### src/rtl/demux_4_pkg.sv
`default_nettype none
// ============================================================================
// demux_4_pkg : shared widths and channel codes for demux_4 and the 4:1 mux
// Rev 1.0
// ============================================================================
package demux_4_pkg;

  localparam int DEF_WIDTH = 16;
  localparam int DEF_CNT_W = 16;

  // Channel codes are shared with the registered 4:1 mux select encoding.
  localparam logic [1:0] CH_A = 2'b00;
  localparam logic [1:0] CH_B = 2'b01;
  localparam logic [1:0] CH_C = 2'b10;
  localparam logic [1:0] CH_D = 2'b11;

  function automatic logic [3:0] ch_onehot(input logic [1:0] sel);
    logic [3:0] oh;
    oh = 4'b0000;
    case (sel)
      CH_A:    oh = 4'b0001;
      CH_B:    oh = 4'b0010;
      CH_C:    oh = 4'b0100;
      CH_D:    oh = 4'b1000;
      default: oh = 4'b0000;
    endcase
    return oh;
  endfunction

endpackage
`default_nettype wire

### src/rtl/demux_slot.sv
`default_nettype none
// ============================================================================
// demux_slot : one-entry holding register with valid/ready handshake
// Rev 1.0
// ============================================================================
module demux_slot
  import demux_4_pkg::*;
#(
  parameter int WIDTH = DEF_WIDTH
) (
  input  logic             clk,
  input  logic             rst,
  input  logic             load,
  input  logic [0:WIDTH-1] load_data,
  input  logic             ready,
  output logic             valid,
  output logic [0:WIDTH-1] data,
  output logic             can_take
);

  logic             r_full;
  logic [0:WIDTH-1] r_data;

  // A load takes priority over a drain, so refill-while-draining leaves no bubble.
  always_ff @(posedge clk) begin
    if (rst) begin
      r_full <= 1'b0;
      r_data <= '0;
    end else if (load) begin
      r_full <= 1'b1;
      r_data <= load_data;
    end else if (ready) begin
      r_full <= 1'b0;
    end
  end

  assign valid    = r_full;
  assign data     = r_data;
  assign can_take = !r_full || ready;

endmodule
`default_nettype wire

### src/rtl/demux_4.sv
`default_nettype none
// ============================================================================
// demux_4 : registered 1-to-4 demultiplexer with broadcast and per-channel
//           holding registers so one stalled consumer blocks only its channel
// Rev 1.0
// ============================================================================
module demux_4
  import demux_4_pkg::*;
#(
  parameter int WIDTH = DEF_WIDTH,
  parameter int CNT_W = DEF_CNT_W
) (
  input  logic             clk,
  input  logic             rst,
  input  logic [0:WIDTH-1] in_data,
  input  logic             in_valid,
  input  logic [1:0]       select,
  input  logic             bcast,
  output logic             in_ready,
  output logic [0:WIDTH-1] out_A,
  output logic [0:WIDTH-1] out_B,
  output logic [0:WIDTH-1] out_C,
  output logic [0:WIDTH-1] out_D,
  output logic             valid_A,
  output logic             valid_B,
  output logic             valid_C,
  output logic             valid_D,
  input  logic             ready_A,
  input  logic             ready_B,
  input  logic             ready_C,
  input  logic             ready_D,
  output logic [CNT_W-1:0] xfer_count
);

  logic [3:0]       w_ready;
  logic [3:0]       w_can_take;
  logic [3:0]       w_valid;
  logic [3:0]       w_target;
  logic [3:0]       w_load;
  logic             w_accept;
  logic [0:WIDTH-1] w_data [4];
  logic [CNT_W-1:0] r_count;

  assign w_ready  = {ready_D, ready_C, ready_B, ready_A};
  assign w_target = bcast ? 4'b1111 : ch_onehot(select);

  // Broadcast is all-or-nothing: every channel must be able to take the word.
  always_comb begin
    in_ready = 1'b0;
    if (!rst) begin
      in_ready = bcast ? (&w_can_take) : w_can_take[select];
    end
  end

  assign w_accept = in_valid && in_ready;
  assign w_load   = {4{w_accept}} & w_target;

  for (genvar k = 0; k < 4; k++) begin : g_slot
    demux_slot #(
      .WIDTH (WIDTH)
    ) u_slot (
      .clk       (clk),
      .rst       (rst),
      .load      (w_load[k]),
      .load_data (in_data),
      .ready     (w_ready[k]),
      .valid     (w_valid[k]),
      .data      (w_data[k]),
      .can_take  (w_can_take[k])
    );
  end

  always_ff @(posedge clk) begin
    if (rst) begin
      r_count <= '0;
    end else if (w_accept) begin
      r_count <= r_count + {{(CNT_W-1){1'b0}}, 1'b1};
    end
  end

  assign out_A      = w_data[0];
  assign out_B      = w_data[1];
  assign out_C      = w_data[2];
  assign out_D      = w_data[3];
  assign valid_A    = w_valid[0];
  assign valid_B    = w_valid[1];
  assign valid_C    = w_valid[2];
  assign valid_D    = w_valid[3];
  assign xfer_count = r_count;

endmodule
`default_nettype wire
### config.mk
export PLATFORM = sky130hd
export DESIGN_NAME = demux_4
export DESIGN_NICKNAME = d
export VERILOG_FILES = /design/src/rtl/demux_4_pkg.sv /design/src/rtl/demux_slot.sv /design/src/rtl/demux_4.sv
export SDC_FILE = /design/constraint.sdc
export NUM_CORES = 1
export LEC_CHECK = 0
export CAP_MARGIN = 20
export CORE_MARGIN = 3
export CORE_UTILIZATION = 30
export CTS_CLUSTER_SIZE = 10
export DETAILED_ROUTE_END_ITERATION = 10
export PLACE_DENSITY = 0.56
export SYNTH_ARGS = -nofsm -noshare
export SYNTH_HDL_FRONTEND = slang
export SYNTH_HIERARCHICAL = 1
export SYNTH_SLANG_ARGS = --single-unit
export TNS_END_PERCENT = 50
### constraint.sdc
create_clock -name clk -period 3.2 [get_ports clk]
set_input_delay 0.8 -clock clk [delete_from_list [all_inputs] [get_ports clk]]
set_output_delay 0.8 -clock clk [all_outputs]
set_load 0.01 [all_outputs]
# Yosys cells after proc, flatten, opt, wreduce, memory -nomap -nowiden
# Cells that the tools add are included.
# word_totals
register_bits	84
latchBits	0
mem_bits_rw	0
romBits	0
in_bits	26
elab_cells	44
mem_count	0
# op_classes
n_addsub	1
mul	0
div_mod_pow	0
n_lt_le_gt_ge	1
n_eq_ne	3
n_shift	0
muxes	14
n_bitwise	1
reduce_logical	15
# ops
cell	n
adder 16 x 1 -> 16 bit, second input constant	1
case mux 4 bit (4 select lines)	1
two-way mux 1 bit	11
nonzero test 2 bit	4
AND 4 bit	1
== test 2 bit, second input constant	2
zero test 1 bit	4
logical OR 1 bit	4
two-way mux 4 bit	1
AND reduction 4 bit	1
less-than comparator 2 x 3 -> 1 bit, second input constant	1
binary-select mux 1 bit (select 2 bit)	1
== test 2 x 1 -> 1 bit, second input constant	1
zero test 2 bit	1
logical AND 1 bit	1

# Longest topological paths before layout
# Gate-level depths: netlist of run 1.
# logic_depth
word_depth	9
mapped_depth	10
depth_no_buf	7

# Hierarchy
# The synthesis of run 1 kept the hierarchy.
# modules_own_cells
module	instances	cells_each	area_per_inst_um2
demux_slot	4	56	616.8
demux_4	1	119	988.4

# Least setup slack after synthesis of run 1
# OpenSTA, ideal clock, no wires.
# synth_path
path_kind	input-to-output
start	input ready_D
end	output in_ready
arrival_ns	2.100
required_time_ns	2.400
slack_ns	0.300
cell_stages	7
path_buffers	2
cell_sequence	nand2b_1 -> mux2_1 -> a222oi_1 -> buf_2 -> buf_4 -> o21ai_1 -> nor2b_1
# synth_via
elab_chain_cells	5
elab_cells_between_ends	6
# synth_lines
item	line_no	rtl
start, declared	demux_4.sv:31	input logic ready_D,
logical OR 1 bit *	demux_slot.sv:39	assign can_take = !r_full || ready;
binary-select mux 1 bit (select 2 bit)	demux_4.sv:51	in_ready = bcast ? (&w_can_take) : w_can_take[select];
two-way mux 1 bit (implied by the code)	demux_4.sv:51	
two-way mux 1 bit *	demux_4.sv:51	
two-way mux 1 bit *	demux_4.sv:50	if (!rst) begin
end, declared	demux_4.sv:19	output logic in_ready,
# Every way passes the cells marked *; elsewhere a longest branch is shown, timed or not. The select of a mux whose other input is x is not followed.

# Worst setup path after layout of run 1
# layout_path
start	input bcast
end	output in_ready
# layout_via
elab_chain_cells	2
# layout_lines
item	line_no	rtl
start, declared	demux_4.sv:18	input logic bcast,
two-way mux 1 bit	demux_4.sv:51	
two-way mux 1 bit	demux_4.sv:50	
# No other way between the ends.

==> results of run 1 <==
## power by group
part | switching, mW | leakage (nW) | internal, mW | total [mW]
logic | 0.145 | 0.977 | 0.162 | 0.307
registers | 0.0224 | 0.682 | 1.08 | 1.11
clock network | 0.409 | 0.155 | 0.680 | 1.09
total | 0.577 | 1.81 | 1.93 | 2.50
## cells by family after synthesis
| kind of cell | share of synthesized area |
|---|---|
| and+or+nand+nor | 0.1807 |
| DFF | 0.4866 |
| muxes | 0.2049 |
| AOI/OAI and AO/OA | 0.05865 |
| buffers and inverters | 0.06554 |
| adders and majority gates | 0.003620 |
## per-stage QoR
stage               std cells  setup WS [ps]  TNS (ps)    util
global placement          583         -344.3     -9153  0.4256
detailed placement        583         -355.3    -11110  0.4256
global route              602          7.525         0  0.4585
floorplan                 343          300.2         0       -
CTS                       602         -16.61    -16.61  0.4579
finish                    602          99.68         0  0.4585
## area by class of cell
class	instances	area [um2]
sequential	84	1682
antenna	1	2.502
multi-input combinational	229	1598
fill	1088	5973
inverter	7	26.28
tap	140	175.2
timing repair buffer	125	1257
clock inverter	7	91.34
clock buffer	9	225.2
## state kept, by name, summed over array words and instances, names as in the netlist
register / flops
g_slot.u_slot/data: 64
xfer_count: 16
g_slot.u_slot/valid: 4
## layout by cell type, fill, tap and decap left out, drive strengths merged, types with 2 or more instances in the layout
cell / netlist / final
bufinv: 0 / 2
nand2b: 4 / 4
nand3: 6 / 6
nor2b: 7 / 7
or4: 8 / 8
and3: 2 / 2
dfxtp: 84 / 84
nor3: 3 / 3
and4: 3 / 3
mux2: 6 / 6
nand4: 4 / 4
buf: 21 / 17
mux2i: 64 / 64
nor4: 3 / 3
o21ai: 4 / 4
nor3b: 2 / 2
o41ai: 2 / 2
clkdlybuf4s50: 0 / 105
or3: 3 / 3
o31ai: 7 / 7
dlymetal6s2s: 0 / 2
clkinv: 0 / 4
inv: 7 / 7
a21oi: 17 / 17
nor2: 70 / 70
or4b: 2 / 2
nand2: 5 / 5
clkbuf: 2 / 9
## routing by layer
layer	part of all wire	wire (um)
met3	0.058	537
met1	0.46	4286
met5	0	0
met2	0.47	4346
met4	0.011	105
## how the worst max path moves through the flow
stage                     startpoint  endpoint  slack (ps)
after floorplan              ready_D  in_ready         300
after global placement     select[1]  in_ready        -340
after detailed placement   select[1]  in_ready        -360
after CTS                    ready_B  in_ready         -20
after global routing           bcast  in_ready           8
final                          bcast  in_ready         100
## what timing repair did
action,4_1_cts,5_1_grt
pin swaps,2,2
gates resized for setup,9,4
hold buffers,0,0
setup endpoints to repair,1,69
gates cloned,0,0
setup buffers,4,1
## critical path, delay by kind of cell
| kind | cells | cell delay, ps |
|---|---|---|
| AND/OR/NAND/NOR | 1 | 160 |
| AO/OA/AOI/OAI | 3 | 750 |
| buffers and inverters | 2 | 580 |
==> key figures, run 1 <==
Worst setup path
  • Type of destination of the critical path: primary output
  • Critical path type: primary input to primary output
  • Crit path cell chain: clkdlybuf4s50_1 > o21bai_1 > a222oi_1 > o21ai_1 > nor2b_2 > buf_2
  • Flop2flop setup slack: 770 ps
  • Critical path's slowest cell: clkdlybuf4s50_1
  • Worst reg2reg path startpoint: g_slot[1].u_slot/valid$_SDFFE_PP0P_
  • Slowest cell delay on critical path: 450 ps
  • Crit-path max FO: 3
  • Worst r2r path cells: 10
  • CP arrival: 2300 ps
  • Reg-to-Reg End: g_slot[1].u_slot/data[11]$_SDFFE_PP0P_
  • Startpoint types: primary input
  • Req. time, crit path: 2400 ps

Synth
  • Gate Count Post-Synth: 343
  • Mapped cell area: around 3500 um2
  • Syn Area/Cell: a little over 10 um2
  • Synthesized net count: 370
  • Most frequent cell after synthesis: dfxtp_1
  • Unique masters post-synth: 36
  • #FFs+latches synth: 84
  • Number of synthesized flops with an enable pin: 0
  • Synth warn: 6
  • Commonest cells in the netlist: 84 x dfxtp_1, 70 x nor2_1, 64 x mux2i_1
  • Leading area contributor after synthesis: dfxtp_1
  • Top cells by area, synth: dfxtp_1 49%, mux2i_1 19%, nor2_1 7.6%
  • Post-synthesis sequential area ratio: 0.4866
  • Dominant synthesized flop cell: dfxtp_1
  • Top-area cell type share of the netlist area: 0.4866
  • Async SR Flop Fraction: 0

Clock tree
  • Clk buf depth: 2
  • Worst-path clk slew: 60 ps
  • CTS tree: yes
  • CTS Root Cell: clkbuf_16
  • TritonCTS Sinks: 84
  • H-tree depth: 3
  • Num CTS Buffers: 9
  • Clk_lat worst skew: 330 ps

Detailed routing
  • First-pass iteration count of the detailed router: 4
  • Iteration-0 DRC Markers: 147
  • DRC: 0
  • Vias per Instance: around 4.8
  • Routed vias: 2875
  • Post-detailed-route count of antenna-violating nets: 0
  • Average wire per standard cell: approximately 15 um
  • Final WL: between 9 and 10 mm

STA
  • Max Clock Freq: between 0.3 and 0.4 GHz
  • Worst Tran Pin Value: 996.4 ps
  • Final Cycle Share: 0.9688
  • Fin Clk Skew: approximately 6.6 ps
  • Final-report setup violation count: 0
  • Hold_ws: 492.1 ps
  • RSZ-0062 raised after global routing: no
  • Final hold viol count: 0
  • Slew margin rel.: 0.3358
  • Tmin final: 3100 ps
  • Slew Viols, Final: 0

Floorplanning
  • Die X: 113.3 um
  • Die height: 113.3 um
  • Initial Util: 0.3133
  • # rows: 38
  • I/O pins: 111
  • Core region area: 11030 um2
  • Die area: 12840 um2

Worst hold path
  • Worst Hold Class: register to register
  • Hold path cells: 2
  • Hold Path Sink: g_slot[3].u_slot/data[5]$_SDFFE_PP0P_
  • Min-delay src: g_slot[3].u_slot/data[5]$_SDFFE_PP0P_

Place
  • Port Buffer Count: 110
  • Hpwl dp: 6.248 mm
  • Area of placed instances: 4695 um2
  • Final GP Congestion: 0.7511

Power and ir drop
  • Pleak: 1.814 nW
  • Design Power: 2.502 mW
  • Power Dens Cells: 494.8 nW/um2
  • Max IR drop VDD: 0.0002196 V

Final layout
  • Net count, final: slightly below 500
  • Design area: 5057 um2
  • Area growth from synthesis to layout: 46.34%
  • Share of cells above drive strength 1: 0.09978

GRT
  • Global route overflow: 0
  • Grt met1 use: 0.1935
  • Vias in the first global route: 2917
  • Largest net degree at the start of global routing: 94
  • Global routing's busiest layer: met2
  • Global-route wire length before repair: 15.32 mm
  • Total track usage: 0.1488
  • Initial antenna violation count: 1
  • GR Layer Usage met3: 0.04599
  • Met2 Use GR: 0.2397

Status
  • Status: finished clean

Job
  • Max-cap violations: 0
Power figures use the tool's default switching activity.
==> run 2: changes to the inputs <==
- PLACE_DENSITY: 0.56 -> 0.55
==> key figures, run 2 (synthesis results as in run 1) <==
Place
  • Final GP Congestion: 0.7302 (was 0.7511)
  • Placed cells: 585 (was 583)
  • Hpwl dp: 6.270 mm (was 6.248 mm)
  • Port Buffer Count: 110 (unchanged)
  • Area of placed instances: 4710 um2 (was 4695 um2)

STA
  • Slew Viols, Final: 0 (unchanged)
  • RSZ-0062 raised after global routing: no (unchanged)
  • Final Cycle Share: 0.9352 (was 0.9688)
  • Final hold viol count: 0 (unchanged)
  • Tmin final: 2993 ps (was 3100 ps)
  • Worst Tran Pin Value: 551.4 ps (was 996.4 ps)
  • Slew margin rel.: 0.6324 (was 0.3358)
  • Fin Clk Skew: 7.042 ps (was 6.611 ps)
  • Max Clock Freq: 0.3342 GHz (was 0.3225 GHz)
  • Final-report setup violation count: 0 (unchanged)

Worst setup path
  • Worst r2r path cells: 10 (unchanged)
  • Type of destination of the critical path: primary output (unchanged)
  • CP arrival: 2190 ps (was 2300 ps)
  • Worst reg2reg path startpoint: g_slot[1].u_slot/valid$_SDFFE_PP0P_ (unchanged)
  • Req. time, crit path: 2400 ps (about the same)
  • Critical path type: primary input to primary output (unchanged)
  • Startpoint types: primary input (unchanged)
  • Crit-path max FO: 2 (was 3)
  • Flop2flop setup slack: 770 ps (about the same)
  • Crit path from: bcast (unchanged)
  • Reg-to-Reg End: g_slot[0].u_slot/data[14]$_SDFFE_PP0P_ (was g_slot[1].u_slot/data[11]$_SDFFE_PP0P_)

Clock tree
  • Clk buf depth: 2 (unchanged)
  • CTS Root Cell: clkbuf_16 (unchanged)
  • Clk_lat worst skew: 330 ps (about the same)
  • CTS tree: yes (unchanged)
  • TritonCTS Sinks: 84 (unchanged)
  • Num CTS Buffers: 9 (unchanged)
  • Worst-path clk slew: 60 ps (about the same)
  • H-tree depth: 3 (unchanged)

Worst hold path
  • Hold path cells: 2 (unchanged)
  • Worst Hold Class: register to register (unchanged)
  • Hold Path Sink: g_slot[2].u_slot/data[5]$_SDFFE_PP0P_ (was g_slot[3].u_slot/data[5]$_SDFFE_PP0P_)
  • Min-delay src: g_slot[2].u_slot/data[5]$_SDFFE_PP0P_ (was g_slot[3].u_slot/data[5]$_SDFFE_PP0P_)

Detailed routing
  • Vias per Instance: 4.711 (was 4.776)
  • First-pass iteration count of the detailed router: 5 (was 4)
  • Average wire per standard cell: 15.17 um (was 15.41 um)
  • Post-detailed-route count of antenna-violating nets: 0 (unchanged)
  • Routed vias: 2841 (was 2875)
  • Final WL: 9.147 mm (was 9.275 mm)
  • DRC: 0 (unchanged)
  • Iteration-0 DRC Markers: 131 (was 147)

Status
  • Status: finished clean (unchanged)

Final layout
  • Most frequent cells in the layout: 105 x clkdlybuf4s50_1, 84 x dfxtp_1, 70 x nor2_1 (unchanged)
  • Final non-filler cell total: 603 (was 602)
  • Area growth from synthesis to layout: 45.29% (was 46.34%)
  • Design area: 5021 um2 (was 5057 um2)
  • Share of cells above drive strength 1: 0.09935 (was 0.09978)
  • Commonest non-fill, non-tap cell in the layout: clkdlybuf4s50_1 (unchanged)
  • Number of fill cells in the layout: 1084 (was 1088)
  • Max reg flops: 64 (unchanged)
  • # diodes: 0 (was 1)
  • Net count, final: 485 (was 483)
  • Final Core Density: 0.4552 (was 0.4585)

Power and ir drop
  • Int Pwr: 1.790 mW (was 1.925 mW)
  • Pleak: 1.801 nW (was 1.814 nW)
  • Comb power frac: 0.129 (was 0.123)
  • Net Sw Frac: 0.2452 (was 0.2305)
  • Max IR drop VDD: 0.0002773 V (was 0.0002196 V)
  • Power Dens Cells: 472.2 nW/um2 (was 494.8 nW/um2)
  • Sw Pwr: 0.5815 mW (was 0.5768 mW)
  • Share of power burned in registers: 0.466 (was 0.442)
  • Clk network pwr share: 0.405 (was 0.435)

GRT
  • GR Layer Usage met3: 0.04813 (was 0.04599)
  • Total track usage: 0.1451 (was 0.1488)
  • Largest net degree at the start of global routing: 51 (was 94)
  • Grt met1 use: 0.1893 (was 0.1935)
  • Vias in the first global route: 2745 (was 2917)
  • Met2 Use GR: 0.2243 (was 0.2397)
  • Initial antenna violation count: 0 (was 1)
  • Global route overflow: 0 (unchanged)
  • Global-route wire length before repair: 14.63 mm (was 15.32 mm)
  • Global routing's busiest layer: met2 (unchanged)

Floorplanning
  • Die area: 12840 um2 (unchanged)
  • Core region area: 11030 um2 (unchanged)
  • Die height: 113.3 um (unchanged)
  • Initial Util: 0.3133 (unchanged)
  • # rows: 38 (unchanged)
  • I/O pins: 111 (unchanged)
  • Die X: 113.3 um (unchanged)

Job
  • Max-cap violations: 0 (unchanged)
==> run 2: cell count changes in the layout (fill, tap and decap cells not counted) <==
cell | before | now
clkbuf_8 | 0 | 1
or2_1 | 0 | 1
nor2b_1 | 6 | 7
or2_4 | 1 | 0
diode_2 | 1 | 0
buf_4 | 11 | 13
nor3b_4 | 1 | 0
nor3b_2 | 0 | 1
nor2b_2 | 1 | 0
clkinv_4 | 1 | 2
bufinv_16 | 2 | 0
==> run 2: area by class of cell <==
class,count,area (um2),area share
inverter,7,26.28,0.005233
clock buffer,10,239.0,0.04760
multi-input combinational,229,1587,0.3160
sequential,84,1682,0.3349
tap,140,175.2,0.03489
timing repair buffer,127,1272,0.2534
clock inverter,6,40.04,0.007974
==> run 2: how the worst max path moves through the flow <==
stage                                            endpoint  slack [ps]  cells after the start
floorplan                                        in_ready         300                      7
global placement                                 in_ready        -320                      7
detailed placement                               in_ready        -350                      7
CTS                                              in_ready          30                      7
global route        g_slot[1].u_slot/data[5]$_SDFFE_PP0P_          90                     11
finish                                           in_ready         210                      6
==> run 2: worst max-delay path, cell delays in order <==
cell and delay (ps):
clkdlybuf4s50_1 440, o21bai_1 190, a222oi_1 400, o21ai_1 110, nor2b_1 130, buf_2 130
==> run 2: what timing repair did <==
action,in CTS,in global routing
pin swaps,1,2
hold buffers,0,0
endpoints found under the hold margin,0,0
resized for setup,7,3
setup endpoints to repair,1,36
setup buffers,1,1
==> run 2: metrics by stage <==
stage               worst slack (ps)  hold slack, ps  TNS (ps)  power, mW
floorplan                      300.2           508.2         0      1.281
global route                   86.13           508.1         0      2.482
global placement              -318.2           472.1     -3955      1.431
detailed placement            -349.5           481.4     -7253      1.435
finish                         207.5           492.3         0      2.371
CTS                            30.99           496.3         0      2.410
==> run 2: power groups by stage <==
stage	registers (mW)	logic [mW]	clock network, mW
3_3_place_gp	1.13	0.305	0
2_1_floorplan	1.14	0.138	0
4_1_cts	1.10	0.311	0.994
6_report	1.10	0.306	0.961
3_5_place_dp	1.13	0.309	0
5_1_grt	1.11	0.334	1.04
==> run 2: metal layers <==
metal  vias up  share of wire  wire, um
met5         -              0         0
met2        71           0.47      4280
met1      1337           0.46      4227
li1       1427              -         -
met4         0          0.011       104
met3         6          0.058       534
==> run 3: changes to the inputs <==
- TNS_END_PERCENT: 50 -> 100
- clock period: 3.2 -> 3.1 ns (I/O delays scaled with it)
==> key figures, run 3 (synthesis results as in run 1) <==
Power and ir drop
  • Sw Pwr: 0.6267 mW (was 0.5815 mW)
  • Net Sw Frac: 0.2384 (was 0.2452)
  • Int Pwr: 2.002 mW (was 1.790 mW)
  • Clk network pwr share: 0.441 (was 0.405)
  • Max IR drop VDD: 0.0002245 V (was 0.0002773 V)
  • Design Power: 2.629 mW (was 2.371 mW)
  • Share of power burned in registers: 0.434 (was 0.466)
  • Pleak: 1.830 nW (was 1.801 nW)
  • Power Dens Cells: 513.1 nW/um2 (was 472.2 nW/um2)
  • Comb power frac: 0.126 (was 0.129)

Worst setup path
  • Type of destination of the critical path: register (was primary output)
  • CP Depth: 13 (was 6)
  • Crit path buf inv count: 7 (was 2)
  • Flop2flop setup slack: 510 ps (was 770 ps)
  • Req. time, crit path: 3300 ps (was 2400 ps)
  • Critical Path Most Common Cell: buf_4
  • Critical path type: primary input to register (was primary input to primary output)
  • Crit-path max FO: 28 (was 2)
  • Slowest cell delay on critical path: 430 ps (was 440 ps)
  • Critical path's slowest cell: clkdlybuf4s50_1 (unchanged)
  • Reg-to-Reg End: g_slot[2].u_slot/data[9]$_SDFFE_PP0P_ (was g_slot[0].u_slot/data[14]$_SDFFE_PP0P_)
  • CP arrival: 3190 ps (was 2190 ps)
  • Worst r2r path cells: 12 (was 10)
  • Startpoint types: primary input (unchanged)
  • Worst reg2reg path startpoint: g_slot[1].u_slot/valid$_SDFFE_PP0P_ (unchanged)
  • Crit path cell chain: clkdlybuf4s50_1 > buf_4 > nor2b_1 > a222oi_1 > buf_4 > buf_4 > buf_4 > or2_4 > nor3_4 > buf_4 > buf_16 > mux2i_1 > nor2_1 (was clkdlybuf4s50_1 > o21bai_1 > a222oi_1 > o21ai_1 > nor2b_1 > buf_2)
  • Crit-path leading delay family: buffers and inverters (was compound AO/OA/AOI/OAI gates)

Status
  • Status: finished clean (unchanged)

STA
  • Slew margin rel.: 0.5381 (was 0.6324)
  • Fin Clk Skew: 5.844 ps (was 7.042 ps)
  • Setup TNS: 0 ps (unchanged)
  • RSZ-0062 raised after global routing: yes (was no)
  • Worst Tran Pin Value: 692.8 ps (was 551.4 ps)
  • Max Clock Freq: 0.3344 GHz
  • Final Cycle Share: 0.9646
  • Tmin final: between 2000 and 3000 ps
  • Worst setup margin: 109.7 ps (was 207.5 ps)
  • Final-report setup violation count: 0 (unchanged)
  • Final hold viol count: 0 (unchanged)
  • Slew Viols, Final: 0 (unchanged)

Place
  • Hpwl dp: 6.445 mm (was 6.270 mm)
  • Area of placed instances: 4710 um2 (unchanged)
  • Final GP Congestion: 0.7233 (was 0.7302)
  • Port Buffer Count: 110 (unchanged)
  • Placed cells: 585 (unchanged)
  • Pre-CTS worst setup slack: -396.0 ps (was -349.5 ps)

Job
  • Max-cap violations: 0 (unchanged)

Detailed routing
  • Post-detailed-route count of antenna-violating nets: 0 (unchanged)
  • Average wire per standard cell: 15.69 um (was 15.17 um)
  • Vias per Instance: 4.712 (was 4.711)
  • DRC: 0 (unchanged)
  • Iteration-0 DRC Markers: 82 (was 131)
  • Routed vias: 2851 (was 2841)
  • First-pass iteration count of the detailed router: 5 (unchanged)
  • Final WL: 9.494 mm (was 9.147 mm)

Final layout
  • Area growth from synthesis to layout: 48.26% (was 45.29%)
  • Final non-filler cell total: 605 (was 603)
  • Share of cells above drive strength 1: 0.1075 (was 0.09935)
  • Net count, final: 487 (was 485)
  • Most frequent cells in the layout: 105 x clkdlybuf4s50_1, 84 x dfxtp_1, 70 x nor2_1 (unchanged)
  • # diodes: 0 (unchanged)
  • Commonest non-fill, non-tap cell in the layout: clkdlybuf4s50_1 (unchanged)
  • Design area: 5124 um2 (was 5021 um2)
  • Max reg flops: 64 (unchanged)

Clock tree
  • CTS Root Cell: clkbuf_16 (unchanged)
  • H-tree depth: 3 (unchanged)
  • Clk_lat worst skew: 330 ps (about the same)
  • TritonCTS Sinks: 84 (unchanged)
  • Clk buf depth: 2 (unchanged)
  • Num CTS Buffers: 9 (unchanged)
  • Worst-path clk slew: 60 ps (about the same)
  • CTS tree: yes (unchanged)
  • Hold Buf Count CTS: 0 (unchanged)

GRT
  • Largest net degree at the start of global routing: 66 (was 51)
  • Global route overflow: 0 (unchanged)
  • Vias in the first global route: 2904 (was 2745)
  • Global-route wire length before repair: 15.55 mm (was 14.63 mm)
  • Total track usage: 0.1541 (was 0.1451)
  • Initial antenna violation count: 0 (unchanged)

Floorplanning
  • Die height: 113.3 um (unchanged)
  • Core region area: 11030 um2 (unchanged)
  • Die area: 12840 um2 (unchanged)
  • Die X: 113.3 um (unchanged)
  • I/O pins: 111 (unchanged)
  • # rows: 38 (unchanged)
  • Initial Util: 0.3133 (unchanged)

Worst hold path
  • Worst Hold Class: register to register (unchanged)
  • Hold Path Sink: g_slot[1].u_slot/data[5]$_SDFFE_PP0P_ (was g_slot[2].u_slot/data[5]$_SDFFE_PP0P_)
  • Hold path cells: 2 (unchanged)
  • Min-delay src: g_slot[1].u_slot/data[5]$_SDFFE_PP0P_ (was g_slot[2].u_slot/data[5]$_SDFFE_PP0P_)
## run 3: repair_timing
| action | in CTS | in global routing |
|---|---|---|
| pin swaps | 3 | 0 |
| buffers inserted | 7 | 0 |
| cloned | 1 | 0 |
| endpoints found under the setup margin | 1 | 6 |
| gates resized for setup | 14 | 3 |
## run 3: layer usage
metal | part of all wire | wire length [um] | vias to the layer above | GRT usage
li1 | - | - | 1435 | -
met1 | 0.45 | 4290 | 1342 | 0.1925
met2 | 0.48 | 4546 | 64 | 0.2500
met3 | 0.051 | 482 | 10 | 0.04545
met4 | 0.018 | 175 | 0 | 0.06010
met5 | 0 | 0 | - | 0
## run 3: worst max path at each step
stage / from / end / slack [ps]
2_1_floorplan: ready_D / in_ready / 250
3_3_place_gp: ready_B / in_ready / -380
3_5_place_dp: select[1] / in_ready / -400
4_1_cts: bcast / in_ready / 150
5_1_grt: select[0] / g_slot[2].u_slot/data[12]$_SDFFE_PP0P_ / -4
6_report: select[0] / g_slot[2].u_slot/data[9]$_SDFFE_PP0P_ / 110
## run 3: area by class of cell
| class | instances | area, um2 |
|---|---|---|
| inverters | 7 | 26.28 |
| clock inverters | 7 | 97.59 |
| clock buffers | 9 | 225.2 |
| well taps | 140 | 175.2 |
| multi-input cells | 229 | 1618 |
| repair buffers | 129 | 1300 |
| flip-flops and latches | 84 | 1682 |
| fillers | 1079 | 5907 |
## run 3: power by group through the flow
stage          logic (mW)  clock network, mW  registers [mW]
6_report            0.331               1.16            1.14
3_3_place_gp        0.315                  0            1.16
5_1_grt             0.361               1.24            1.15
4_1_cts             0.332               1.20            1.14
3_5_place_dp        0.318                  0            1.16
2_1_floorplan       0.142                  0            1.18
## run 3: stage by stage
step,util,hold WS (ps)
after floorplan,-,508.2
after global placement,0.4270,472.3
after detailed placement,0.4270,480.9
after CTS,0.4630,496.7
after global routing,0.4645,521.0
final,0.4645,492.5
## run 3: tightest hold or removal path, stage by stage (launching register included)
cell	delay, ps
dfxtp_1	320
mux2i_1	60
nor2_1	70
